==> src/rtl/bip_pkg.sv <==
// Shared BIP definitions: loader FSM encoding, byte width and address sizing helper.
package bip_pkg;

    localparam int NB_BYTE = 8;

    typedef enum logic [2:0] {
        ST_LEN_HI  = 3'd0,
        ST_LEN_LO  = 3'd1,
        ST_CHECK   = 3'd2,
        ST_DATA_HI = 3'd3,
        ST_DATA_LO = 3'd4,
        ST_WRITE   = 3'd5,
        ST_DONE    = 3'd6,
        ST_ERROR   = 3'd7
    } state_e;

    // Number of bits needed to represent value (clogb2(2047) = 11).
    function automatic int clogb2(input int value);
        int v;
        int bits;
        v    = value;
        bits = 0;
        while (v > 0) begin
            bits = bits + 1;
            v    = v >> 1;
        end
        return bits;
    endfunction

endpackage

==> src/rtl/bip_byte_pair.sv <==
// Captures a high and a low byte and presents them as one word, plus the word
// as it will look after the captures requested this cycle.
module bip_byte_pair #(
    parameter int NB_BYTE = 8
) (
    input  logic                 i_clk,
    input  logic                 i_rst,
    input  logic                 i_cap_hi,
    input  logic                 i_cap_lo,
    input  logic [NB_BYTE-1:0]   i_data,
    output logic [2*NB_BYTE-1:0] o_word,
    output logic [2*NB_BYTE-1:0] o_word_next
);

    logic [NB_BYTE-1:0] hi_q, hi_d;
    logic [NB_BYTE-1:0] lo_q, lo_d;

    // Byte selection for the capture registers.
    always_comb begin
        hi_d = hi_q;
        lo_d = lo_q;
        if (i_cap_hi) begin
            hi_d = i_data;
        end else begin
            hi_d = hi_q;
        end
        if (i_cap_lo) begin
            lo_d = i_data;
        end else begin
            lo_d = lo_q;
        end
    end

    // Capture registers.
    always_ff @(posedge i_clk) begin
        if (i_rst) begin
            hi_q <= {NB_BYTE{1'b0}};
            lo_q <= {NB_BYTE{1'b0}};
        end else begin
            hi_q <= hi_d;
            lo_q <= lo_d;
        end
    end

    assign o_word      = {hi_q, lo_q};
    assign o_word_next = {hi_d, lo_d};

endmodule

==> src/rtl/bip_program_loader.sv <==
// Loads Program_Memory from a length-prefixed byte stream while holding the CPU
// in reset; releases the CPU once every word has been written.
module bip_program_loader #(
    parameter int NB_BITS       = 16,
    parameter int INS_MEM_DEPTH = 2048,
    parameter int NB_BYTE       = bip_pkg::NB_BYTE,
    parameter int NB_ADDR       = bip_pkg::clogb2(INS_MEM_DEPTH - 1)
) (
    input  logic               i_clk,
    input  logic               i_rst,
    input  logic [NB_BYTE-1:0] i_rx_data,
    input  logic               i_rx_valid,
    output logic               o_rx_ready,
    input  logic               i_reload,
    output logic [NB_ADDR-1:0] o_addr_ins,
    output logic [NB_BITS-1:0] o_data,
    output logic               o_wr,
    output logic               o_cpu_rst,
    output logic               o_done,
    output logic               o_error
);
    import bip_pkg::*;

    localparam logic [NB_BITS-1:0] DEPTH_W = NB_BITS'(INS_MEM_DEPTH);

    state_e             state_q, state_d;
    logic [NB_ADDR-1:0] addr_q, addr_d;
    logic [NB_BITS-1:0] len_q, len_d;
    logic [NB_BITS-1:0] data_q, data_d;
    logic               rdy_q, rdy_d;
    logic               wr_q, wr_d;
    logic               cpu_rst_q, cpu_rst_d;
    logic               done_q, done_d;
    logic               err_q, err_d;

    logic               xfer_s;
    logic               cap_hi_s, cap_lo_s;
    logic [NB_BITS-1:0] word_s, word_next_s;

    assign xfer_s = i_rx_valid & rdy_q;

    bip_byte_pair #(
        .NB_BYTE (NB_BYTE)
    ) u_byte_pair (
        .i_clk       (i_clk),
        .i_rst       (i_rst),
        .i_cap_hi    (cap_hi_s),
        .i_cap_lo    (cap_lo_s),
        .i_data      (i_rx_data),
        .o_word      (word_s),
        .o_word_next (word_next_s)
    );

    // Next-state, word counter and output register inputs.
    always_comb begin
        state_d  = state_q;
        addr_d   = addr_q;
        len_d    = len_q;
        data_d   = data_q;
        wr_d     = 1'b0;
        cap_hi_s = 1'b0;
        cap_lo_s = 1'b0;
        case (state_q)
            ST_LEN_HI: begin
                if (xfer_s) begin
                    cap_hi_s = 1'b1;
                    state_d  = ST_LEN_LO;
                end else begin
                    state_d  = ST_LEN_HI;
                end
            end
            ST_LEN_LO: begin
                if (xfer_s) begin
                    cap_lo_s = 1'b1;
                    state_d  = ST_CHECK;
                end else begin
                    state_d  = ST_LEN_LO;
                end
            end
            ST_CHECK: begin
                len_d = word_s;
                if (word_s == {NB_BITS{1'b0}}) begin
                    state_d = ST_DONE;
                end else if (word_s > DEPTH_W) begin
                    state_d = ST_ERROR;
                end else begin
                    state_d = ST_DATA_HI;
                    addr_d  = {NB_ADDR{1'b0}};
                end
            end
            ST_DATA_HI: begin
                if (xfer_s) begin
                    cap_hi_s = 1'b1;
                    state_d  = ST_DATA_LO;
                end else begin
                    state_d  = ST_DATA_HI;
                end
            end
            ST_DATA_LO: begin
                // The write word includes the byte arriving this cycle.
                if (xfer_s) begin
                    cap_lo_s = 1'b1;
                    wr_d     = 1'b1;
                    data_d   = word_next_s;
                    state_d  = ST_WRITE;
                end else begin
                    state_d  = ST_DATA_LO;
                end
            end
            ST_WRITE: begin
                if (NB_BITS'(addr_q) == (len_q - {{(NB_BITS-1){1'b0}}, 1'b1})) begin
                    state_d = ST_DONE;
                end else begin
                    addr_d  = addr_q + {{(NB_ADDR-1){1'b0}}, 1'b1};
                    state_d = ST_DATA_HI;
                end
            end
            ST_DONE, ST_ERROR: begin
                if (i_reload) begin
                    state_d = ST_LEN_HI;
                    addr_d  = {NB_ADDR{1'b0}};
                end else begin
                    state_d = state_q;
                end
            end
            default: begin
                state_d = ST_LEN_HI;
                addr_d  = {NB_ADDR{1'b0}};
            end
        endcase

        rdy_d     = (state_d == ST_LEN_HI) || (state_d == ST_LEN_LO) ||
                    (state_d == ST_DATA_HI) || (state_d == ST_DATA_LO);
        cpu_rst_d = (state_d != ST_DONE);
        done_d    = (state_d == ST_DONE);
        err_d     = (state_d == ST_ERROR);
    end

    // State, counter and output registers.
    always_ff @(posedge i_clk) begin
        if (i_rst) begin
            state_q   <= ST_LEN_HI;
            addr_q    <= {NB_ADDR{1'b0}};
            len_q     <= {NB_BITS{1'b0}};
            data_q    <= {NB_BITS{1'b0}};
            rdy_q     <= 1'b0;
            wr_q      <= 1'b0;
            cpu_rst_q <= 1'b1;
            done_q    <= 1'b0;
            err_q     <= 1'b0;
        end else begin
            state_q   <= state_d;
            addr_q    <= addr_d;
            len_q     <= len_d;
            data_q    <= data_d;
            rdy_q     <= rdy_d;
            wr_q      <= wr_d;
            cpu_rst_q <= cpu_rst_d;
            done_q    <= done_d;
            err_q     <= err_d;
        end
    end

    assign o_rx_ready = rdy_q;
    assign o_addr_ins = addr_q;
    assign o_data     = data_q;
    assign o_wr       = wr_q;
    assign o_cpu_rst  = cpu_rst_q;
    assign o_done     = done_q;
    assign o_error    = err_q;

endmodule

==> config.mk <==
export PLATFORM = sky130hd
export DESIGN_NAME = bip_program_loader
export DESIGN_NICKNAME = d
export VERILOG_FILES = /design/src/rtl/bip_pkg.sv /design/src/rtl/bip_byte_pair.sv /design/src/rtl/bip_program_loader.sv
export SDC_FILE = /design/constraint.sdc
export NUM_CORES = 1
export LEC_CHECK = 0
export ABC_AREA = 0
export CORE_MARGIN = 1.5
export CORE_UTILIZATION = 50
export DETAILED_ROUTE_END_ITERATION = 10
export GPL_TIMING_DRIVEN = 0
export PLACE_DENSITY = 0.86
export RECOVER_POWER = 100
export SYNTH_ARGS = -nofsm -noshare
export SYNTH_HDL_FRONTEND = slang
export SYNTH_HIERARCHICAL = 1
export SYNTH_SLANG_ARGS = --single-unit
==> constraint.sdc <==
create_clock -name i_clk -period 2.9 [get_ports i_clk]
set_input_delay 0.87 -clock i_clk [delete_from_list [all_inputs] [get_ports i_clk]]
set_output_delay 0.87 -clock i_clk [all_outputs]
set_load 0.01 [all_outputs]
* Yosys cells after proc, flatten, opt, wreduce, memory -nomap -nowiden *
Cells that the tools add are included.

storage, ports and cells
  bits in registers = 67
  output and inout bits = 32

cells by class
  add/subtract/negate cells = 2
  order comparisons = 1
  equality and inequality tests = 18
  mux-type cells = 19
  bitwise gates (word level) = 2
  reductions and logical operators = 13

operator list
  operator                                                                           number
  11-bit 2-to-1 mux                                                                  4
  11-bit case mux with 3 select lines                                                1
  3-bit equality test, second input constant                                         7
  3-bit case mux with 7 select lines                                                 1
  11-bit by 16-bit equality test with 1-bit output                                   1
  16-bit by 12-bit greater-than comparator with 1-bit output, second input constant  1
  16-bit zero test                                                                   1
  8-bit 2-to-1 mux                                                                   2
  16-bit by 1-bit subtractor with 16-bit output, second input constant               1
  3-bit 2-to-1 mux                                                                   5
  11-bit by 1-bit adder with 11-bit output, second input constant                    1
  3-bit by 2-bit equality test with 1-bit output, second input constant              3
  2-bit inequality test, second input constant                                       4
  2-bit OR reduction                                                                 4
  3-bit by 1-bit equality test with 1-bit output, second input constant              2
  3-bit zero test                                                                    2
  1-bit 2-to-1 mux                                                                   5
  5-bit AND reduction                                                                1
  1-bit logical OR                                                                   3
  3-bit inequality test, second input constant                                       1
  3-bit nonzero test                                                                 1
  2-bit 2-to-1 mux                                                                   1
  2-bit AND reduction                                                                1
  1-bit bitwise AND                                                                  1
  1-bit NOT                                                                          1

* Depth between registers and ports, before layout *
  word-level depth = 8
  depth in mapped cells = 10
  depth with buffers taken out = 10

* Cells and area by module *
Netlist, hierarchy kept.

modules (own cells, without submodules)
  module              times used  cells an instance  area an instance (um^2)
  bip_program_loader  1           354                2743.9
  bip_byte_pair       1           51                 686.9

* Worst setup path before layout *
OpenSTA, ideal clock, no wires.

  path type = register to register
  start = register len_q[5]
  end = register cpu_rst_q (netlist: o_cpu_rst)
  data arrival time = 2.859 ns
  data required time = 2.780 ns
  slack = -0.079 ns
  stages on the path, launching flop included = 10
  path buffers = 1
  clock period less this slack = 2.979 ns
  cell sequence = dfxtp_1 -> buf_6 -> or4_4 -> or4b_4 -> or3_4 -> a221oi_4 -> nand4_1 -> o21a_1 -> nand2b_4 -> or2_1

on the way
  cells in the longest elaborated chain, start to end = 5

RTL lines
  element                                           line                       RTL
  from (decl)                                       bip_program_loader.sv:28   logic [NB_BITS-1:0] len_q, len_d;
  from (signal assigned)                            bip_program_loader.sv:144  len_q <= {NB_BITS{1'b0}};
  from (signal assigned)                            bip_program_loader.sv:154  len_q <= len_d;
  16-bit by 1-bit subtractor with 16-bit output     bip_program_loader.sv:111  if (NB_BITS'(addr_q) == (len_q - {{(NB_BITS-1){1'b0}}, 1'b1})) begin
  11-bit by 16-bit equality test with 1-bit output  bip_program_loader.sv:111
  3-bit 2-to-1 mux                                  bip_program_loader.sv:111
  3-bit case mux with 7 select lines                bip_program_loader.sv:63   case (state_q)
  3-bit inequality test                             bip_program_loader.sv:134  cpu_rst_d = (state_d != ST_DONE);
  to (signal assigned)                              bip_program_loader.sv:158  cpu_rst_q <= cpu_rst_d;
  to (decl)                                         bip_program_loader.sv:32   logic cpu_rst_q, cpu_rst_d;

Every way passes these cells.
A chain may end at the register's enable or synchronous reset.

* Worst setup path in the final report *
  start = register len_q[7]
  end = register cpu_rst_q (netlist: o_cpu_rst)

Same word-level chain as after synthesis.

==> parameters.txt <==
Parameter                              Value

Timing
  Sum of negative setup slack    -0.960 ns
  Number of setup violations in the final report    15
  Number of max-slew violations in the final report    0
  Final worst path period need    about 3 ns
  Unrepaired setup endpoints after global routing    yes
  Final Hold Slack    approximately 0.45 ns
  Maximum clock rate    328 MHz
  Final period util    105%
  Max-Slew Margin vs Limit    34.0%
  Layout Skew    roughly 0.0099 ns
  Endpoints failing hold    0
  Slew @ Worst Pin    just under 1 ns
  Worst Setup Slack, final    -0.145 ns

Layout
  Syn-to-layout area delta    23.4%
  Share of layout cells above drive strength 1    around 13%
  Diode count    0
  Finished layout cell area    between 4000 and 5000 µm²
  Storage cell area    roughly 1400 µm²
  Area of the multi-input gates    about 2000 µm²
  Core occupancy in the finished layout    63.0%
  Layout filler cell count    between 500 and 600
  Finished Layout Cells    550
  Final #Nets    479

Yosys
  Net count of the mapped netlist    between 400 and 500
  Number of storage elements in the synthesis netlist    67
  Prevailing post-synth register cell    sky130_fd_sc_hd__dfxtp_1
  Post-synthesis sequential area ratio    about 40%
  Synthesized instance count    just over 400
  Post-synth cell types    between 50 and 60
  Yosys warning total    6
  Number of synthesized flops with an enable pin    0
  Post-Syn Area    about 3400 µm²
  Average instance area after synthesis    8.47 µm²
  Share of flip-flops with an asynchronous set or reset after synthesis    0%

Critical path
  CP arrival    between 3 and 4 ns
  Cells along the critical path    or4_4 > or4b_4 > or3_4 > a221oi_4 > nand3_4 > o31ai_4 > nand2_1 > or2_1
  Cell with the largest stage delay on the worst path    sky130_fd_sc_hd__or4_4
  Cell family with most CP delay    simple AND/OR/NAND/NOR gates
  Cell count along the critical path    8
  End of the worst register-to-register path    o_cpu_rst$_SDFF_PP1_
  Launch point of the worst reg-to-reg path    len_q[7]$_SDFFE_PP0P_
  Minimum setup slack among reg-to-reg paths    -0.14 ns
  Register-to-Register Path Depth    8
  Max Fanout on Critical Path    4
  Required time worst endpoint    roughly 3.2 ns
  Worst setup startpoint    len_q[7]$_SDFFE_PP0P_
  Critical path start-end classification    reg2reg
  Delay of the slowest cell on the worst path    about 0.53 ns
  CP startpoint kind    flip-flop
  Critical path capture point type    flip-flop
  Setup crit end    o_cpu_rst$_SDFF_PP1_
  CP Buf/Inv Count    0

Routing
  Via count    3119
  First-pass DRT Iterations    4
  Number of design rule violations left after detail routing    0
  ANT nets after route    0
  Wire length reported by the detailed router    between 8000 and 9000 µm
  DRT iter0 DRCs    between 150 and 200
  Average routed wire per standard cell    about 15 µm
  Routed vias/inst    5.67

Power and ir drop
  Largest vdd supply drop    ~540 µV
  Total power consumption of the routed design    2.12 mW
  Leakage    1.61 nW
  PwrDens    501 nW/µm²

Place
  Setup Slack @ Placement    -0.322 ns
  Detailed placer's ending HPWL    ~6000 µm
  Placer's final routability congestion estimate    roughly 0.84
  Number of cells in the design after placement    528
  Number of port buffers    43
  Placement Cell Area    between 3000 and 4000 µm²

Status
  Status    complete, but fails checks
  Violations in the final reports    setup timing

Global routing
  Combined global-route utilization of all metal layers    between 20% and 30%
  Vias in the first global route    2965
  Wire length of the first global-routing pass    13900 µm
  Pin count of the biggest net entering global routing    13
  Overall overflow remaining after global route    0
  Antenna violations before repair    0

Clocking
  Root Buffer    sky130_fd_sc_hd__clkbuf_8
  Max Buffers Root-to-Sink    2
  Clock sinks    67
  Clock insertion delay at the later pin of the skew report    approximately 0.36 ns
  Clock tree from TritonCTS    yes
  Clk slew on worst S/H paths    approximately 0.080 ns
  # H-tree levels    3
  Number of clock buffers inserted by TritonCTS    9

Floorplan
  Standard-cell rows    30
  Std-Cell Core Area    6720 µm²
  Starting Density    51.1%
  Die Y-Extent    around 86 µm
  X dimension of the die    roughly 86 µm
  Floorplan die area    around 7400 µm²
  # IOs    between 40 and 50

Min path
  Worst min path class    reg2reg
  Startpoint of the most critical hold path    o_data[7]$_SDFFE_PP0P_

Flow run
  Max_cap viols    0
metal layers:
metal / share of wire, % / global-route usage (%)
met5: 0 / 0
met3: 5.7 / 7.51
met4: 2.4 / 11.3
met2: 48 / 37.6
met1: 44 / 30.1
power by group:
group	switching [mW]	internal, mW	leakage [nW]
logic	0.151	0.114	0.961
clock network	0.377	0.512	0.110
registers	0.0222	0.943	0.543
synthesized netlist by cell type, types with 3 or more instances:
master / count / area [µm²]
sky130_fd_sc_hd__a21oi_1: 45 / 225
sky130_fd_sc_hd__and2_1: 3 / 18.8
sky130_fd_sc_hd__and3_1: 3 / 18.8
sky130_fd_sc_hd__buf_2: 3 / 15.0
sky130_fd_sc_hd__buf_6: 3 / 33.8
sky130_fd_sc_hd__clkbuf_1: 11 / 41.3
sky130_fd_sc_hd__dfxtp_1: 67 / 1340
sky130_fd_sc_hd__inv_1: 8 / 30.0
sky130_fd_sc_hd__mux2_4: 16 / 240
sky130_fd_sc_hd__nand2_1: 84 / 315
sky130_fd_sc_hd__nand2b_1: 4 / 25.0
sky130_fd_sc_hd__nand3_1: 4 / 20.0
sky130_fd_sc_hd__nand4_1: 7 / 43.8
sky130_fd_sc_hd__nand4b_1: 3 / 26.3
sky130_fd_sc_hd__nor2_1: 27 / 101
sky130_fd_sc_hd__nor2b_1: 18 / 113
sky130_fd_sc_hd__nor3_1: 10 / 50.1
sky130_fd_sc_hd__nor4_1: 4 / 25.0
sky130_fd_sc_hd__o211ai_1: 4 / 30.0
sky130_fd_sc_hd__o21ai_0: 8 / 40.0
sky130_fd_sc_hd__o21ai_1: 6 / 30.0
sky130_fd_sc_hd__o31ai_1: 3 / 22.5
sky130_fd_sc_hd__or2_2: 3 / 18.8
sky130_fd_sc_hd__or3_1: 6 / 37.5
sky130_fd_sc_hd__or4_1: 4 / 30.0
sky130_fd_sc_hd__xnor2_1: 8 / 70.1
sky130_fd_sc_hd__xor2_1: 5 / 43.8
area by class of cell:
type                            instances  share of cell area (%)
Clock buffer                           11                    3.34
Timing Repair Buffer                   51                    11.7
Buffer                                 16                    1.57
Sequential cell                        67                    31.9
Inverter                                8                   0.709
Tap cell                               80                    2.36
Multi-Input combinational cell        312                    46.4
Clock inverter                          5                    2.01
worst register-to-register path, stage by stage (launching register included):
cell	delay, ns
sky130_fd_sc_hd__dfxtp_4	0.34
sky130_fd_sc_hd__or4_4	0.53
sky130_fd_sc_hd__or4b_4	0.50
sky130_fd_sc_hd__or3_4	0.35
sky130_fd_sc_hd__a221oi_4	0.41
sky130_fd_sc_hd__nand3_4	0.13
sky130_fd_sc_hd__o31ai_4	0.33
sky130_fd_sc_hd__nand2_1	0.11
sky130_fd_sc_hd__or2_1	0.23
cell usage in the layout, fill, tap and decap left out, types with 3 or more instances in the layout:
cell                              netlist  final
sky130_fd_sc_hd__clkbuf_1              11     14
sky130_fd_sc_hd__o31ai_1                3      3
sky130_fd_sc_hd__mux2_1                 0     16
sky130_fd_sc_hd__or2_2                  3      3
sky130_fd_sc_hd__o211ai_1               4      4
sky130_fd_sc_hd__nor2b_1               18     18
sky130_fd_sc_hd__o21ai_0                8      7
sky130_fd_sc_hd__nor2_1                27     27
sky130_fd_sc_hd__dfxtp_1               67     64
sky130_fd_sc_hd__clkdlybuf4s50_1        0      9
sky130_fd_sc_hd__and3_1                 3      3
sky130_fd_sc_hd__clkbuf_8               0     10
sky130_fd_sc_hd__nand2b_1               4      4
sky130_fd_sc_hd__buf_4                  1      8
sky130_fd_sc_hd__nor3_1                10      8
sky130_fd_sc_hd__nand3_1                4      4
sky130_fd_sc_hd__xor2_1                 5      5
sky130_fd_sc_hd__nand4b_1               3      3
sky130_fd_sc_hd__nand4_1                7      7
sky130_fd_sc_hd__or3_1                  6      5
sky130_fd_sc_hd__xnor2_1                8      8
sky130_fd_sc_hd__a21oi_1               45     44
sky130_fd_sc_hd__or4_1                  4      4
sky130_fd_sc_hd__dlygate4sd3_1          0     34
sky130_fd_sc_hd__nand2_1               84     83
sky130_fd_sc_hd__inv_1                  8      8
sky130_fd_sc_hd__nor4_1                 4      4
sky130_fd_sc_hd__o21ai_1                6      5
worst min path at each step:
stage,to,slack [ns],cells past startpoint
floorplan,len_q[15]$_SDFFE_PP0P_,0.44,2
global placement,o_data[8]$_SDFFE_PP0P_,0.45,2
detailed placement,o_data[7]$_SDFFE_PP0P_,0.45,2
CTS,o_data[7]$_SDFFE_PP0P_,0.46,2
global route,o_data[15]$_SDFFE_PP0P_,0.47,2
finish,o_data[7]$_SDFFE_PP0P_,0.45,2
kinds of logic after synthesis:
| family | Yosys count | synth area share [%] |
|---|---|---|
| simple gates | 196 | 29.8 |
| fa+ha+maj | 2 | 0.729 |
| xor+xnor | 13 | 3.32 |
| flops | 67 | 39.1 |
| compound gates | 82 | 15.4 |
| buf+inv | 26 | 3.72 |
| mux | 19 | 7.95 |
flip-flops by register name (all words and copies together), names as in the netlist:
name and flops:
len_q 16, o_data 16, o_addr_ins 11, u_byte_pair/hi_q 8
u_byte_pair/lo_q 8, state_q 3, o_cpu_rst 1, o_done 1
o_error 1, o_rx_ready 1, o_wr 1
repair_timing:
item	4_1_cts	5_1_grt
hold buffers	0	0
pin swaps	13	12
setup buffers	5	3
gates resized for setup	11	9
setup endpoints to repair	17	27
(Power assumes the default switching activity.)
